File: config.mk
export PLATFORM = sky130hd
export DESIGN_NAME = hazard_scoreboard
export DESIGN_NICKNAME = d
export VERILOG_FILES = /design/src/rtl/hazard_pkg.sv /design/src/rtl/reg_countdown.sv /design/src/rtl/hazard_scoreboard.sv
export SDC_FILE = /design/constraint.sdc
export NUM_CORES = 1
export LEC_CHECK = 0
export CORE_UTILIZATION = 40
export DETAILED_ROUTE_END_ITERATION = 10
export PLACE_DENSITY = 0.66
export SETUP_SLACK_MARGIN = 0.02
export SKIP_LAST_GASP = 1
export SYNTH_ARGS = -nofsm -noshare
export SYNTH_HDL_FRONTEND = slang
export SYNTH_SLANG_ARGS = --single-unit
File: constraint.sdc
create_clock -name clk -period 11.6 [get_ports clk]
set_clock_uncertainty 0.15 [all_clocks]
set_input_delay 3.48 -clock clk [delete_from_list [all_inputs] [get_ports clk]]
set_output_delay 3.48 -clock clk [all_outputs]
set_load 0.03 [all_outputs]
File: src/rtl/hazard_pkg.sv
// Shared constants and helpers for the ID-stage hazard scoreboard.
package hazard_pkg;

  localparam int unsigned REG_W_DEF = 5;

  localparam int unsigned LAT_ALU  = 0;
  localparam int unsigned LAT_LOAD = 1;
  localparam int unsigned LAT_MUL  = 3;
  localparam int unsigned LAT_DIV  = 7;

  localparam int unsigned RS_MAX_W  = 64;
  localparam int unsigned REG_MAX_W = 8;

  // Extract operand i (each w bits wide) from a packed source-index vector.
  function automatic logic [REG_MAX_W-1:0] rs_field(input logic [RS_MAX_W-1:0] rs,
                                                    input int unsigned i,
                                                    input int unsigned w);
    logic [RS_MAX_W-1:0] sh;
    logic [RS_MAX_W-1:0] mask;
    sh   = rs >> (i * w);
    mask = (RS_MAX_W'(1) << w) - RS_MAX_W'(1);
    return REG_MAX_W'(sh & mask);
  endfunction

endpackage

File: src/rtl/reg_countdown.sv
// Loadable down-counter that stops at zero; nz flags a pending producer.
module reg_countdown #(
  parameter int unsigned LAT_W = 3
) (
  input  logic             clk,
  input  logic             rst_n,
  input  logic             load,
  input  logic [LAT_W-1:0] load_val,
  output logic [LAT_W-1:0] cnt,
  output logic             nz
);

  // Load has priority so a new issue overrides the running countdown.
  always_ff @(posedge clk or negedge rst_n) begin
    if (!rst_n) begin
      cnt <= '0;
    end else if (load) begin
      cnt <= load_val;
    end else if (cnt != '0) begin
      cnt <= cnt - LAT_W'(1);
    end
  end

  assign nz = (cnt != '0);

endmodule

File: src/rtl/hazard_scoreboard.sv
// Per-register latency scoreboard: stalls ID on RAW and WAW-ordering hazards.
module hazard_scoreboard
  import hazard_pkg::*;
#(
  parameter int unsigned NUM_REGS = 32,
  parameter int unsigned REG_W    = REG_W_DEF,
  parameter int unsigned NUM_SRC  = 2,
  parameter int unsigned LAT_W    = 3,
  parameter int unsigned CNT_W    = 16
) (
  input  logic                     clk,
  input  logic                     rst_n,
  input  logic                     id_valid,
  input  logic [NUM_SRC*REG_W-1:0] id_rs,
  input  logic [NUM_SRC-1:0]       id_rs_used,
  input  logic [REG_W-1:0]         id_rd,
  input  logic                     id_rd_we,
  input  logic [LAT_W-1:0]         id_lat,
  input  logic                     flush,
  output logic                     stall,
  output logic [NUM_SRC-1:0]       stall_src,
  output logic                     waw_stall,
  output logic [NUM_REGS-1:0]      busy_mask,
  output logic [CNT_W-1:0]         stall_count
);

  logic [LAT_W-1:0] cnt [NUM_REGS];
  logic             issue;

  assign cnt[0]       = '0;
  assign busy_mask[0] = 1'b0;

  // RAW check per source operand; x0 never hazards.
  always_comb begin : raw_detect
    logic [REG_W-1:0] idx;
    stall_src = '0;
    idx       = '0;
    for (int unsigned i = 0; i < NUM_SRC; i++) begin
      idx          = REG_W'(rs_field(RS_MAX_W'(id_rs), i, REG_W));
      stall_src[i] = id_valid & id_rs_used[i] & (idx != '0) & (cnt[idx] != '0);
    end
  end

  // A younger write must not finish before an older in-flight one.
  assign waw_stall = id_valid & id_rd_we & (id_rd != '0) & (cnt[id_rd] > id_lat);

  assign stall = ~flush & ((|stall_src) | waw_stall);
  assign issue = id_valid & ~stall & ~flush;

  for (genvar r = 1; r < NUM_REGS; r++) begin : g_cnt
    reg_countdown #(.LAT_W(LAT_W)) u_cnt (
      .clk      (clk),
      .rst_n    (rst_n),
      .load     (issue & id_rd_we & (id_rd == REG_W'(r))),
      .load_val (id_lat),
      .cnt      (cnt[r]),
      .nz       (busy_mask[r])
    );
  end

  // Saturating stall-cycle performance counter.
  always_ff @(posedge clk or negedge rst_n) begin
    if (!rst_n) begin
      stall_count <= '0;
    end else if (stall && (stall_count != '1)) begin
      stall_count <= stall_count + CNT_W'(1);
    end
  end

endmodule

== Word level (Yosys, flattened, before mapping) ==
Cells that the tools add are included.

* Equal/unequal tests: 32
* $mul: 0
* Div/mod/pow operators: 0
* Muxes and demuxes: 71
* Shifts and indexed selects: 0
* $lt $le $gt $ge: 4
* Reductions and logical operators: 69
* Add/subtract/negate cells: 32
* Bitwise gates (word level): 50

{| class="wikitable"
|+ Operators with widths
! operator !! number
|-
| 3-bit two-way mux || 68
|-
| 3-bit nonzero test || 33
|-
| 3-bit by 1-bit subtractor with 3-bit output, second input constant || 31
|-
| 5-bit equality test, second input constant || 16
|-
| 2-bit nonzero test || 31
|-
| 3-bit binary-select mux with 5-bit select || 3
|-
| 1-bit bitwise AND || 44
|-
| 5-bit by 4-bit equality test with 1-bit output, second input constant || 8
|-
| 5-bit by 3-bit equality test with 1-bit output, second input constant || 4
|-
| 6-bit >= comparator, second input constant || 3
|-
| 5-bit inverter with 6-bit output || 3
|-
| 16-bit by 1-bit adder with 16-bit output, second input constant || 1
|-
| 16-bit inequality test, second input constant || 1
|-
| 5-bit nonzero test || 3
|-
| 5-bit by 2-bit equality test with 1-bit output, second input constant || 2
|-
| 5-bit by 1-bit equality test with 1-bit output, second input constant || 1
|-
| 3-bit greater-than comparator || 1
|-
| 1-bit inverter || 2
|-
| 2-bit OR reduction || 1
|-
| 1-bit logical AND || 1
|-
| 1-bit bitwise OR || 1
|}

* Memories kept: 0
* Bits in read-only memories: 0
* Memory bits (writable): 0
* Logic and storage cells: 290
* Register bits after elaboration: 109
* Latch bits: 0
* Output and inout bits: 52

== Logic depth before layout (Yosys ltp) ==
Gate-level depths: netlist of run 1.

* Depth after elaboration: 15
* Depth in mapped cells: 17

== Modules after synthesis ==
From an unflattened synthesis of run 1, not the netlist that was laid out.

* Cells, all modules: 951
* Area total of the unflattened synthesis: 8,931.1 um^2

{| class="wikitable"
|+ By module, submodules not included
! module !! times used !! cells an instance !! seq. area each (um^2) !! area each (um^2)
|-
| reg_countdown || 31 || 20 || 75.1 || 196.4
|-
| hazard_scoreboard || 1 || 331 || 400.4 || 2,841.5
|}

== Worst setup path before layout of run 1 ==
OpenSTA, ideal clock, no wires.

* Kind: input-to-output
* Start: input port id_rd[0]
* End: output port stall
* Buffers on the path: 3
* Arrival: 7.340 ns
* Stages: 12
* Setup slack: 0.630 ns
* Path through: clkbuf_1 > buf_1 > mux4_2 > mux4_2 > mux2_2 > ha_1 > a31oi_1 > o41ai_1 > nor2_1 > a211oi_2 > clkbuf_1 > nor2_1

* Longest elaborated chain between the ends: 8

{| class="wikitable"
|+ RTL lines
! element !! RTL line !! text
|-
| start, declared || hazard_scoreboard.sv:16 || <nowiki>input logic [REG_W-1:0] id_rd,</nowiki>
|-
| 5-bit inverter with 6-bit output (implied by the code) || hazard_scoreboard.sv:45 || <nowiki>assign waw_stall = id_valid & id_rd_we & (id_rd != '0) & (cnt[id_rd] > id_lat);</nowiki>
|-
| 3-bit binary-select mux with 5-bit select || hazard_scoreboard.sv:45 ||
|-
| 3-bit two-way mux (implied by the code) (2 in series) || hazard_scoreboard.sv:45 ||
|-
| 3-bit greater-than comparator || hazard_scoreboard.sv:45 ||
|-
| 1-bit bitwise AND * || hazard_scoreboard.sv:45 ||
|-
| via waw_stall || hazard_scoreboard.sv:22 || <nowiki>output logic waw_stall,</nowiki>
|-
| 1-bit bitwise OR * || hazard_scoreboard.sv:47 || <nowiki>assign stall = ~flush & ((|stall_src) | waw_stall);</nowiki>
|-
| 1-bit bitwise AND * || hazard_scoreboard.sv:47 ||
|-
| end, declared || hazard_scoreboard.sv:20 || <nowiki>output logic stall,</nowiki>
|}

Mark *: on every way through the listed nets, which the timed path passes. The rest lies on a longest branch. The select of a mux whose other input is x is not followed.

== Worst setup path in the final report of run 1 ==
* Start: input port id_rd[1]
* End: output port stall

* Longest elaborated chain between the ends: 8

{| class="wikitable"
|+ RTL lines
! element !! RTL line
|-
| 5-bit inverter with 6-bit output (implied by the code) || hazard_scoreboard.sv:45
|-
| 3-bit binary-select mux with 5-bit select || hazard_scoreboard.sv:45
|-
| 3-bit two-way mux (implied by the code) (2 in series) || hazard_scoreboard.sv:45
|-
| 3-bit greater-than comparator || hazard_scoreboard.sv:45
|-
| 1-bit bitwise AND * || hazard_scoreboard.sv:45
|-
| 1-bit bitwise OR * || hazard_scoreboard.sv:47
|-
| 1-bit bitwise AND * || hazard_scoreboard.sv:47
|}

Every way passes the cells marked *; elsewhere a longest branch is shown, timed or not. The select of a mux whose other input is x is not followed.

==> reports/results.ini, run 1 <==
[die]
core-area_mm2 = 0.0211
rows = 53
fp.dieW_um = 149
io_pins = 77
initial_core_util_pct = 41.0
die_h_um = 149
dieArea_mm2 = 0.0222

[detailed_routing]
wl_per_cell_um = 19.0
route.detailed.drc = 0
vias_per_cell = 5.58
drtIter0Drc = 398
antenna_left = 0
num_vias = 6551
routed_wl_um = 22300
first_pass_iters = 5

[cts]
cts_tree = built
clock_path_buffers = 2
cts.repair.resized = 0
cts_hold_buf = 0
path_clk_slew_ns = 0.09
ctsRootBufferMaster = clkbuf_16
cts_made_buffers = 9
postCtsSetupBuffers = 0
cts_sinks = 109
htree_levels = 3
clock_latency_ns = 0.37

[final_layout]
layout.nets = 986
antenna_cells = 0
fillers = 2027
final_util_pct = 46.0
area_growth_pct = 12.1
drive_gt1_share_pct = 13.1
fin_cells = 1175

[sta]
finalSetupViolations = 0
slew_headroom_pct = 25.0
rsz0062_at_grt = false
hold_violations = 0
fin_crit_sh_pct = 96.4
max_freq_mhz = 89.5
period_needed_ns = 11.18
report.final.slew_viol_count = 0
worst_pin_slew_ns = 1.13
final.setup.tns_ns = 0

[worst_setup_path]
path_max_fanout = 19
path_cells = clkdlybuf4s50_1, buf_4, mux4_2, mux4_2, mux2_2, ha_1, a31oi_1, o41ai_1, nor2_1, a211oi_2, nor2_1, clkdlybuf4s50_1
cp.buffers_inverters = 3
start_kind = input pin
cp-end-kind = primary output
slowest_delay_ns = 0.75
worst_ep_arrival_time_ns = 7.55
critPathTopFamily = buffers and inverters
critPathSlowestCell = clkdlybuf4s50_1
required_ns = 7.97
worstSetupPathType = input pin to primary output

[power_and_ir_drop]
p_leak_nw = 4.23
irDropWorstVdd_uv = 133
p_total_mw = 2.50
p_per_area_mw_per_mm2 = 258

[logic_synthesis]
synth_flop_cell = dfrtp_1
synth.most_common_cell = dfrtp_1
avgSynthCellArea_um2 = 9.96
synth-edff-count = 0
netlist_area_mm2 = 0.00865
yosysWarnings = 0
yosys_register_bits = 109
synthArstFlopShare_pct = 100
synth_top_area_share_pct = 31.5
ys_top_cells_by_count = 109 x dfrtp_1, 98 x mux2i_1, 73 x inv_1, 66 x ha_1, 56 x nand2_1
yosysTopAreaCell = dfrtp_1
synthCells = 868
synthTopCellsByArea = dfrtp_1 32%, mux2i_1 11%, ha_1 9.5%
synth_nets = 959
synth.distinct_cells = 56
ys_seq_area_share_pct = 31.5

[global_routing]
grt_pass1_wl_um = 36000
grt_antenna_before_repair = 0
grt_max_degree = 60
grt_pass1_vias = 6490
overflow = 0
grt_usage_pct = 21.2

[placed_design]
place.gp.congestion = 0.938
placed_cells = 1159
place_hpwl_um = 16700
io_buffers = 75

[min_path]
hp-class = flop to flop

[outcome]
status = finished clean

[flow_run]
cap_violations = 0

==> cells by family (layout without fill, tap and decap cells) <==
group / after synthesis / in the layout / share of synthesized area, %
AOI/OAI and AO/OA: 83 / 83 / 6.18
xor gates and xnor gates: 46 / 46 / 4.66
adders and majority gates: 66 / 66 / 9.55
buffers and inverters: 141 / 173 / 7.81
DFF: 109 / 109 / 31.5
muxes: 163 / 163 / 23.6
other: 1 / 1 / 0.0434
and+or+nand+nor: 259 / 259 / 16.6
==> sequential cells by signal, indices dropped and copies added, names as in the netlist <==
signal / count
g_cnt.u_cnt.cnt: 93
stall_count: 16
==> through the flow <==
step / hold slack [ns] / setup WS, ns / area (um^2)
after floorplan: 0.415 / 0.630 / 8650
after detailed placement: 0.344 / 0.479 / 9400
after global routing: 0.383 / 0.251 / 9690
final: 0.354 / 0.423 / 9690
after global placement: 0.343 / 0.508 / 9400
after CTS: 0.357 / 0.459 / 9690
==> path summary, 6_finish.rpt <==
check / startpoint / endpoint / slack, ns / cells after the start
max in group asynchronous: rst_n / g_cnt[16].u_cnt.cnt[0]$_DFFE_PN0P_ / 7.08 / 2
max reg2reg: g_cnt[31].u_cnt.cnt[2]$_DFFE_PN0P_ / g_cnt[21].u_cnt.cnt[0]$_DFFE_PN0P_ / 7.06 / 10
min in group asynchronous: rst_n / g_cnt[15].u_cnt.cnt[1]$_DFFE_PN0P_ / 2.99 / 1
min reg2reg: stall_count[14]$_DFFE_PN0P_ / stall_count[14]$_DFFE_PN0P_ / 0.35 / 1
min: stall_count[14]$_DFFE_PN0P_ / stall_count[14]$_DFFE_PN0P_ / 0.35 / 1
max: id_rd[1] / stall / 0.42 / 12
==> area by class of cell <==
cell class / instances / area, um^2 / share of cell area, %
Inverter: 73 / 274 / 2.83
Timing Repair Buffer: 84 / 811 / 8.36
Sequential cell: 109 / 2730 / 28.1
Multi-Input combinational cell: 618 / 5240 / 54.1
Tap cell: 275 / 344 / 3.55
Clock inverter: 7 / 67.6 / 0.697
Clock buffer: 9 / 225 / 2.32
==> routing by layer <==
metal	wire length, um	GRT usage, %	up-vias
li1	-	-	3101
met1	9700	28.0	3179
met2	10800	34.7	222
met3	1150	3.73	49
met4	638	7.96	0
met5	0	0	-
==> power breakdown <==
| group | total, mW | internal (mW) | switching, mW |
|---|---|---|---|
| Sequential | 0.831 | 0.573 | 0.258 |
| Clock | 0.316 | 0.151 | 0.164 |
| Combinational | 1.36 | 0.659 | 0.698 |
==> placed cells by master (no fill, tap or decap), types with 9 or more instances in the layout <==
| cell | instances |
|---|---|
| nand2_1 | 56 |
| xor2_1 | 12 |
| nand2b_1 | 34 |
| nor3_2 | 19 |
| ha_1 | 66 |
| nor3_1 | 33 |
| clkdlybuf4s50_1 | 73 |
| nor2_1 | 39 |
| nor4_1 | 24 |
| xnor2_1 | 34 |
| a21oi_1 | 12 |
| mux4_2 | 29 |
| mux2_2 | 34 |
| nand3_1 | 13 |
| mux2i_1 | 98 |
| buf_4 | 10 |
| inv_1 | 73 |
| clkbuf_16 | 9 |
| o21ai_0 | 37 |
| dfrtp_1 | 109 |
Note: power is estimated with default switching activity, not from simulation.
==> run 2: changes to the inputs <==
- RECOVER_POWER: default -> 100
==> run 2 against run 1 <==
- the run now ends with capacitance limit, slew limit left
- setup slack worse by 0.16 ns
- power fell by 1.2%
- critical path depth is the same
- count of clock-buffer cells in the layout unchanged
- sequential share of layout area rose by 0.33 points
- clock power is essentially flat
- utilization is 0.53 points lower
- sequential power barely moved
- critical path type unchanged
==> reports/results.ini, run 2 (synthesis results as in run 1) <==
[worst_setup_path]
r2r-end = g_cnt[26].u_cnt.cnt[0]$_DFFE_PN0P_
worst_ep_arrival_time_ns = 7.71  ; +0.16 ns
crit_path_end = stall
cp-end-kind = primary output
critPathSlowestCell = dlygate4sd3_1
worstSetupPathType = input pin to primary output
path_cells = dlygate4sd3_1, buf_4, mux4_2, mux4_2, mux2_2, ha_1, a31oi_1, o41ai_1, nor2_1, a211oi_2, nor2_1, dlygate4sd3_1
cp.depth = 12  ; unchanged
start_kind = input pin
slowest_delay_ns = 0.84  ; +0.09 ns
required_ns = 7.97  ; about the same
critPathTopFamily = buffers and inverters
cp-startpoint = id_rd[1]
rr_startpoint = g_cnt[30].u_cnt.cnt[1]$_DFFE_PN0P_
path_max_fanout = 19  ; unchanged
r2r_cells = 11  ; +1
r2r_slack_ns = 6.86  ; -0.20 ns
cp.buffers_inverters = 3  ; unchanged

[cts]
cts_sinks = 109  ; unchanged
ctsRootBufferMaster = clkbuf_16
clock_latency_ns = 0.37  ; about the same
cts_hold_buf = 0  ; unchanged
clock_path_buffers = 2  ; unchanged
cts_made_buffers = 9  ; unchanged
path_clk_slew_ns = 0.09  ; about the same
cts.repair.resized = 0  ; unchanged
postCtsSetupBuffers = 0  ; unchanged
cts_tree = built
htree_levels = 3  ; unchanged

[global_routing]
grt_max_degree = 60  ; unchanged
grt_pass1_vias = 6490  ; unchanged
grt_pass1_wl_um = 36000  ; unchanged
grt_usage_pct = 21.2  ; unchanged
grt_antenna_before_repair = 0  ; unchanged
overflow = 0  ; unchanged

[power_and_ir_drop]
irDropWorstVdd_uv = 131  ; -1.2%
p_leak_nw = 4.16  ; -1.6%
p_per_area_mw_per_mm2 = 258  ; about the same
p_total_mw = 2.47  ; -1.2%

[placed_design]
place_hpwl_um = 16700  ; unchanged
place.gp.congestion = 0.938  ; unchanged
io_buffers = 75  ; unchanged

[sta]
fin_crit_sh_pct = 97.7  ; +1.4 points
report.final.slew_viol_count = 112  ; +112
period_needed_ns = 11.34  ; +0.158 ns
finalSetupViolations = 0  ; unchanged
worst_pin_slew_ns = 3.27  ; +2.14 ns
hold_violations = 0  ; unchanged
rsz0062_at_grt = false
max_freq_mhz = 88.2  ; -1.4%
final.setup.tns_ns = 0  ; unchanged
slew_headroom_pct = -118  ; -140 points

[final_layout]
largest_reg_flops = 93  ; unchanged
drive_gt1_share_pct = 10.4  ; -2.7 points
regArea_mm2 = 0.00273  ; unchanged
area_growth_pct = 10.8
multiInputGateArea_mm2 = 0.00514  ; -2.0%
regMostFlops = g_cnt.u_cnt.cnt
layout.nets = 986  ; unchanged
top_regs = g_cnt.u_cnt.cnt: 93 flops, stall_count: 16 flops
fillers = 2046  ; +0.94%
final_cell_mix = 109 x dfrtp_1, 98 x mux2i_1, 73 x inv_1, 66 x ha_1, 56 x nand2_1
layout_commonest_cell = dfrtp_1

[die]
dieArea_mm2 = 0.0222  ; unchanged
die_h_um = 149  ; unchanged
io_pins = 77  ; unchanged
fp.dieW_um = 149  ; unchanged
initial_core_util_pct = 41.0  ; unchanged
rows = 53  ; unchanged
core-area_mm2 = 0.0211  ; unchanged

[detailed_routing]
antenna_left = 0  ; unchanged
routed_wl_um = 22400  ; +0.32%
drtIter0Drc = 418  ; +5.0%
vias_per_cell = 5.60  ; +0.37%
wl_per_cell_um = 19.0  ; +0.23%
route.detailed.drc = 0  ; unchanged
first_pass_iters = 8  ; +3
num_vias = 6581  ; +0.46%

[min_path]
hp-class = flop to flop

[outcome]
violations = capacitance limit, slew limit
status = finished with violations

[flow_run]
cap_violations = 2  ; +2

run 2: cell types whose count changed in the layout (fill, tap and decap cells not counted):
cell / change
clkdlybuf4s50_1: -52
dlygate4sd3_1: +52
nor3_1: +19
nor3_2: -19
buf_4: -3
clkbuf_1: +3
diode_2: +1
mux2_1: +1
mux2_4: -1
or3_1: +1
or3_4: -1
run 2: cell type report:
cell class                      instances  share of cell area (%)
Antenna cell                            1                  0.0261
Clock buffer                            9                    2.35
Clock inverter                          7                   0.705
Inverter                               73                    2.86
Multi-Input combinational cell        618                    53.7
Sequential cell                       109                    28.5
Tap cell                              275                    3.59
Timing Repair Buffer                   84                    8.35
run 2: metrics by stage:
step                area (um^2)  util, %  std cells  worst slack (ns)  hold slack [ns]
finish                     9580     45.4       1176             0.265            0.350
global route               9580     45.4       1175             0.128            0.379
CTS                        9690     46.0       1175             0.459            0.357
detailed placement         9400     44.6       1159             0.479            0.344
global placement           9400     44.6       1159             0.508            0.343
floorplan                  8650        -        868             0.630            0.415
run 2: worst min path at each step:
stage,from,slack [ns],cells past startpoint,to
after floorplan,g_cnt[2].u_cnt.cnt[1]$_DFFE_PN0P_,0.41,2,g_cnt[2].u_cnt.cnt[1]$_DFFE_PN0P_
after global placement,stall_count[14]$_DFFE_PN0P_,0.34,1,stall_count[14]$_DFFE_PN0P_
after detailed placement,stall_count[14]$_DFFE_PN0P_,0.34,1,stall_count[14]$_DFFE_PN0P_
after CTS,stall_count[14]$_DFFE_PN0P_,0.36,1,stall_count[14]$_DFFE_PN0P_
after global routing,stall_count[15]$_DFFE_PN0P_,0.38,1,stall_count[15]$_DFFE_PN0P_
final,stall_count[14]$_DFFE_PN0P_,0.35,1,stall_count[14]$_DFFE_PN0P_
run 2: where the power goes:
group	internal, mW	total, mW	switching (mW)
registers	0.573	0.831	0.258
logic	0.635	1.33	0.692
clock network	0.151	0.315	0.163
run 2: routing by layer:
metal	GRT usage, %	wire, um	part of all wire [%]
met1	28.0	9580	43
met2	34.7	10800	48
met3	3.73	1290	5.8
met4	7.96	655	2.9
met5	0	0	0
run 2: worst register-to-register path: stages (launching register included):
cell	delay, ns
dfrtp_1	0.46
mux4_2	0.50
mux4_2	0.49
mux2_2	0.28
ha_1	0.29
a21o_1	0.16
a21oi_1	0.13
nor2_1	0.12
a211oi_2	0.37
clkbuf_1	0.81
nand3_1	0.47
mux2_2	0.40
==> run 3: changes to the inputs <==
- CAP_MARGIN: default -> 15
- SYNTH_HIERARCHICAL: default -> 1
==> run 3 against run 2 <==
- the run still ends with capacitance limit, slew limit left
- setup slack better by 0.42 ns
- cell area is 6.9% higher
- global-route usage grew 1.9 points
- critical path depth down 1
- count of clock-buffer cells in the layout unchanged
- non-clock buffer count decreased by 4
- hold slack worse by 0.00096 ns
- utilization increased by 1.4 points
- die area rose by 3.2%
- synthesized cell count up 9.6%
- critical endpoint unchanged
- largest cell class unchanged
- largest power group unchanged
==> reports/results.ini, run 3 <==
[outcome]
status = finished with violations
violations = capacitance limit, slew limit

[detailed_routing]
first_pass_iters = 5  ; -3
route.detailed.drc = 0  ; unchanged
drtIter0Drc = 701  ; +68%
vias_per_cell = 6.06  ; +8.3%
num_vias = 7878  ; +20%
wl_per_cell_um = 19.7  ; +3.5%
routed_wl_um = 25600  ; +14%
antenna_left = 0  ; unchanged

[die]
io_pins = 77  ; unchanged
initial_core_util_pct = 40.8  ; -0.21 points
fp.dieW_um = 151  ; +1.6%
rows = 54  ; +1.9%
core-area_mm2 = 0.0219  ; +3.8%
dieArea_mm2 = 0.0229  ; +3.2%
die_h_um = 151  ; +1.6%

[logic_synthesis]
synthTopCellsByArea = dfrtp_1 31%, ha_1 9.2%, mux4_2 7.8%
synth-edff-count = 0  ; unchanged
synthCells = 951  ; +9.6%
yosys_register_bits = 109  ; unchanged
synth_flop_cell = dfrtp_1
netlist_area_mm2 = 0.00893  ; +3.3%
yosysTopAreaCell = dfrtp_1
synth_nets = 1042  ; +8.7%
yosysWarnings = 6  ; +6
avgSynthCellArea_um2 = 9.39  ; -5.7%
synth_top_area_share_pct = 30.5  ; -1.0 points
synth.distinct_cells = 55  ; -1.8%
synth.most_common_cell = inv_1
synthArstFlopShare_pct = 100  ; unchanged
ys_top_cells_by_count = 131 x inv_1, 109 x dfrtp_1, 98 x nor2b_1, 71 x nor4b_1, 67 x nand2b_1
ys_seq_area_share_pct = 30.5  ; -1.0 points

[min_path]
hp-class = flop to flop

[cts]
cts_tree = built
htree_levels = 3  ; unchanged
cts_made_buffers = 9  ; unchanged
path_clk_slew_ns = 0.07  ; -0.02 ns
cts_sinks = 109  ; unchanged
cts_hold_buf = 0  ; unchanged
clock_latency_ns = 0.37  ; about the same
cts.repair.resized = 0  ; unchanged
ctsRootBufferMaster = clkbuf_16
postCtsSetupBuffers = 0  ; unchanged
clock_path_buffers = 2  ; unchanged

[placed_design]
dpl_cell_area_mm2 = 0.00994  ; +5.8%
io_buffers = 75  ; unchanged
placed_cells = 1284  ; +11%
place_hpwl_um = 18800  ; +12%
pre_cts_ws_ns = 0.769  ; +0.291 ns
place.gp.congestion = 0.939  ; +0.12%

[final_layout]
area_growth_pct = 14.7
top_regs = g_cnt.u_cnt/cnt: 93 flops, stall_count: 16 flops
regMostFlops = g_cnt.u_cnt/cnt
final_util_pct = 46.8  ; +1.4 points
antenna_cells = 0  ; -1
drive_gt1_share_pct = 6.18  ; -4.3 points
design_area_mm2 = 0.0102  ; +6.9%
layout_commonest_cell = inv_1
final_cell_mix = 131 x inv_1, 109 x dfrtp_1, 98 x nor2b_1, 71 x nor4b_1, 67 x nand2b_1
fin_cells = 1300  ; +11%
layout.nets = 1106  ; +12%
largest_reg_flops = 93  ; unchanged
fillers = 2105  ; +2.9%

[global_routing]
grt_pass1_vias = 7433  ; +15%
grt_max_degree = 64  ; +6.7%
grt_antenna_before_repair = 1  ; +1
grt_usage_pct = 23.2  ; +1.9 points
grt_pass1_wl_um = 40600  ; +13%
overflow = 0  ; unchanged

[worst_setup_path]
start_kind = input pin
path_max_fanout = 34  ; +15
worstSetupPathType = input pin to primary output
cp-end-kind = primary output
worst_ep_arrival_time_ns = 7.29  ; -0.42 ns
required_ns = 7.97  ; about the same

[sta]
max_freq_mhz = 91.6  ; +3.8%
worst_pin_slew_ns = 3.46  ; +0.192 ns
hold_violations = 0  ; unchanged
slew_headroom_pct = -131  ; -13 points
finalSetupViolations = 0  ; unchanged
worst_slack_ns = 0.684  ; +0.419 ns
rsz0062_at_grt = false
hold_ws_ns = 0.349  ; -0.000959 ns
final.setup.tns_ns = 0  ; unchanged
period_needed_ns = 10.92  ; -0.419 ns
fin_crit_sh_pct = 94.1  ; -3.6 points
report.final.slew_viol_count = 112  ; unchanged

[power_and_ir_drop]
p_per_area_mw_per_mm2 = 240  ; -6.9%
switchingPower_mw = 1.09  ; -2.2%
pwr-share-seq_pct = 36.8  ; +3.2 points
power_frac_clock_pct = 14.2  ; +1.5 points
p_leak_nw = 4.09  ; -1.6%
irDropWorstVdd_uv = 115  ; -13%
p_comb_share_pct = 48.9  ; -4.8 points
p_total_mw = 2.46  ; -0.42%
p_int_mw = 1.37  ; +1.0%
p_sw_share_pct = 44.2  ; -0.80 points

[flow_run]
cap_violations = 2  ; unchanged

## run 3: final cells by class
cell class / count / area, um^2 / area share (%)
clock buffer: 9 / 225 / 2.20
clock inverter: 7 / 105 / 1.03
inverter: 131 / 492 / 4.80
multi-input combinational: 684 / 5580 / 54.4
sequential: 109 / 2730 / 26.6
tap: 280 / 350 / 3.42
timing repair buffer: 80 / 767 / 7.49
## run 3: logic make-up after synthesis
family	Yosys count	synth area share (%)
AOI/OAI and AO/OA	136	11.7
xor gates and xnor gates	15	1.47
adders and majority gates	66	9.25
buffers and inverters	158	6.89
DFF	109	30.5
muxes	40	8.90
other	1	0.0420
and+or+nand+nor	426	31.2
## run 3: metal layers
| metal | routed length [um] | vias up | GRT usage [%] |
|---|---|---|---|
| met1 | 11400 | 3879 | 31.6 |
| met3 | 1610 | 50 | 3.86 |
| met2 | 11800 | 300 | 36.9 |
| li1 | - | 3647 | - |
| met4 | 694 | 2 | 8.00 |
| met5 | 10 | - | 0 |
## run 3: path summary, 6_finish.rpt
path                                               startpoint                            endpoint  slack [ns]  cells after the start
setup reg to reg           g_cnt[30].u_cnt/cnt[1]$_DFFE_PN0P_   g_cnt[8].u_cnt/cnt[1]$_DFFE_PN0P_        6.82                     13
hold reg to reg                   stall_count[12]$_DFFE_PN0P_         stall_count[12]$_DFFE_PN0P_        0.35                      1
min in group asynchronous                               rst_n  g_cnt[18].u_cnt/cnt[2]$_DFFE_PN0P_        3.78                      1
setup / recovery                                     id_rd[0]                               stall        0.68                     11
hold / removal                    stall_count[12]$_DFFE_PN0P_         stall_count[12]$_DFFE_PN0P_        0.35                      1
max in group asynchronous                               rst_n   g_cnt[9].u_cnt/cnt[2]$_DFFE_PN0P_        3.20                      2
## run 3: worst max-delay path, stage by stage
cell       delay, ns
buf_2           0.67
mux4_2          0.60
mux4_2          0.48
nor2_1          0.12
nor2_1          0.06
ha_1            0.28
and3_1          0.19
a2111oi_2       0.49
or3b_4          0.38
nor2b_1         0.17
clkbuf_1        0.32
## run 3: power by group through the flow
stage / registers (mW) / clock network [mW] / logic (mW)
3_3_place_gp: 0.908 / 0 / 1.19
2_1_floorplan: 0.771 / 0 / 0.912
5_1_grt: 0.932 / 0.371 / 1.33
6_report: 0.907 / 0.350 / 1.20
4_1_cts: 0.895 / 0.357 / 1.23
3_5_place_dp: 0.900 / 0 / 1.22
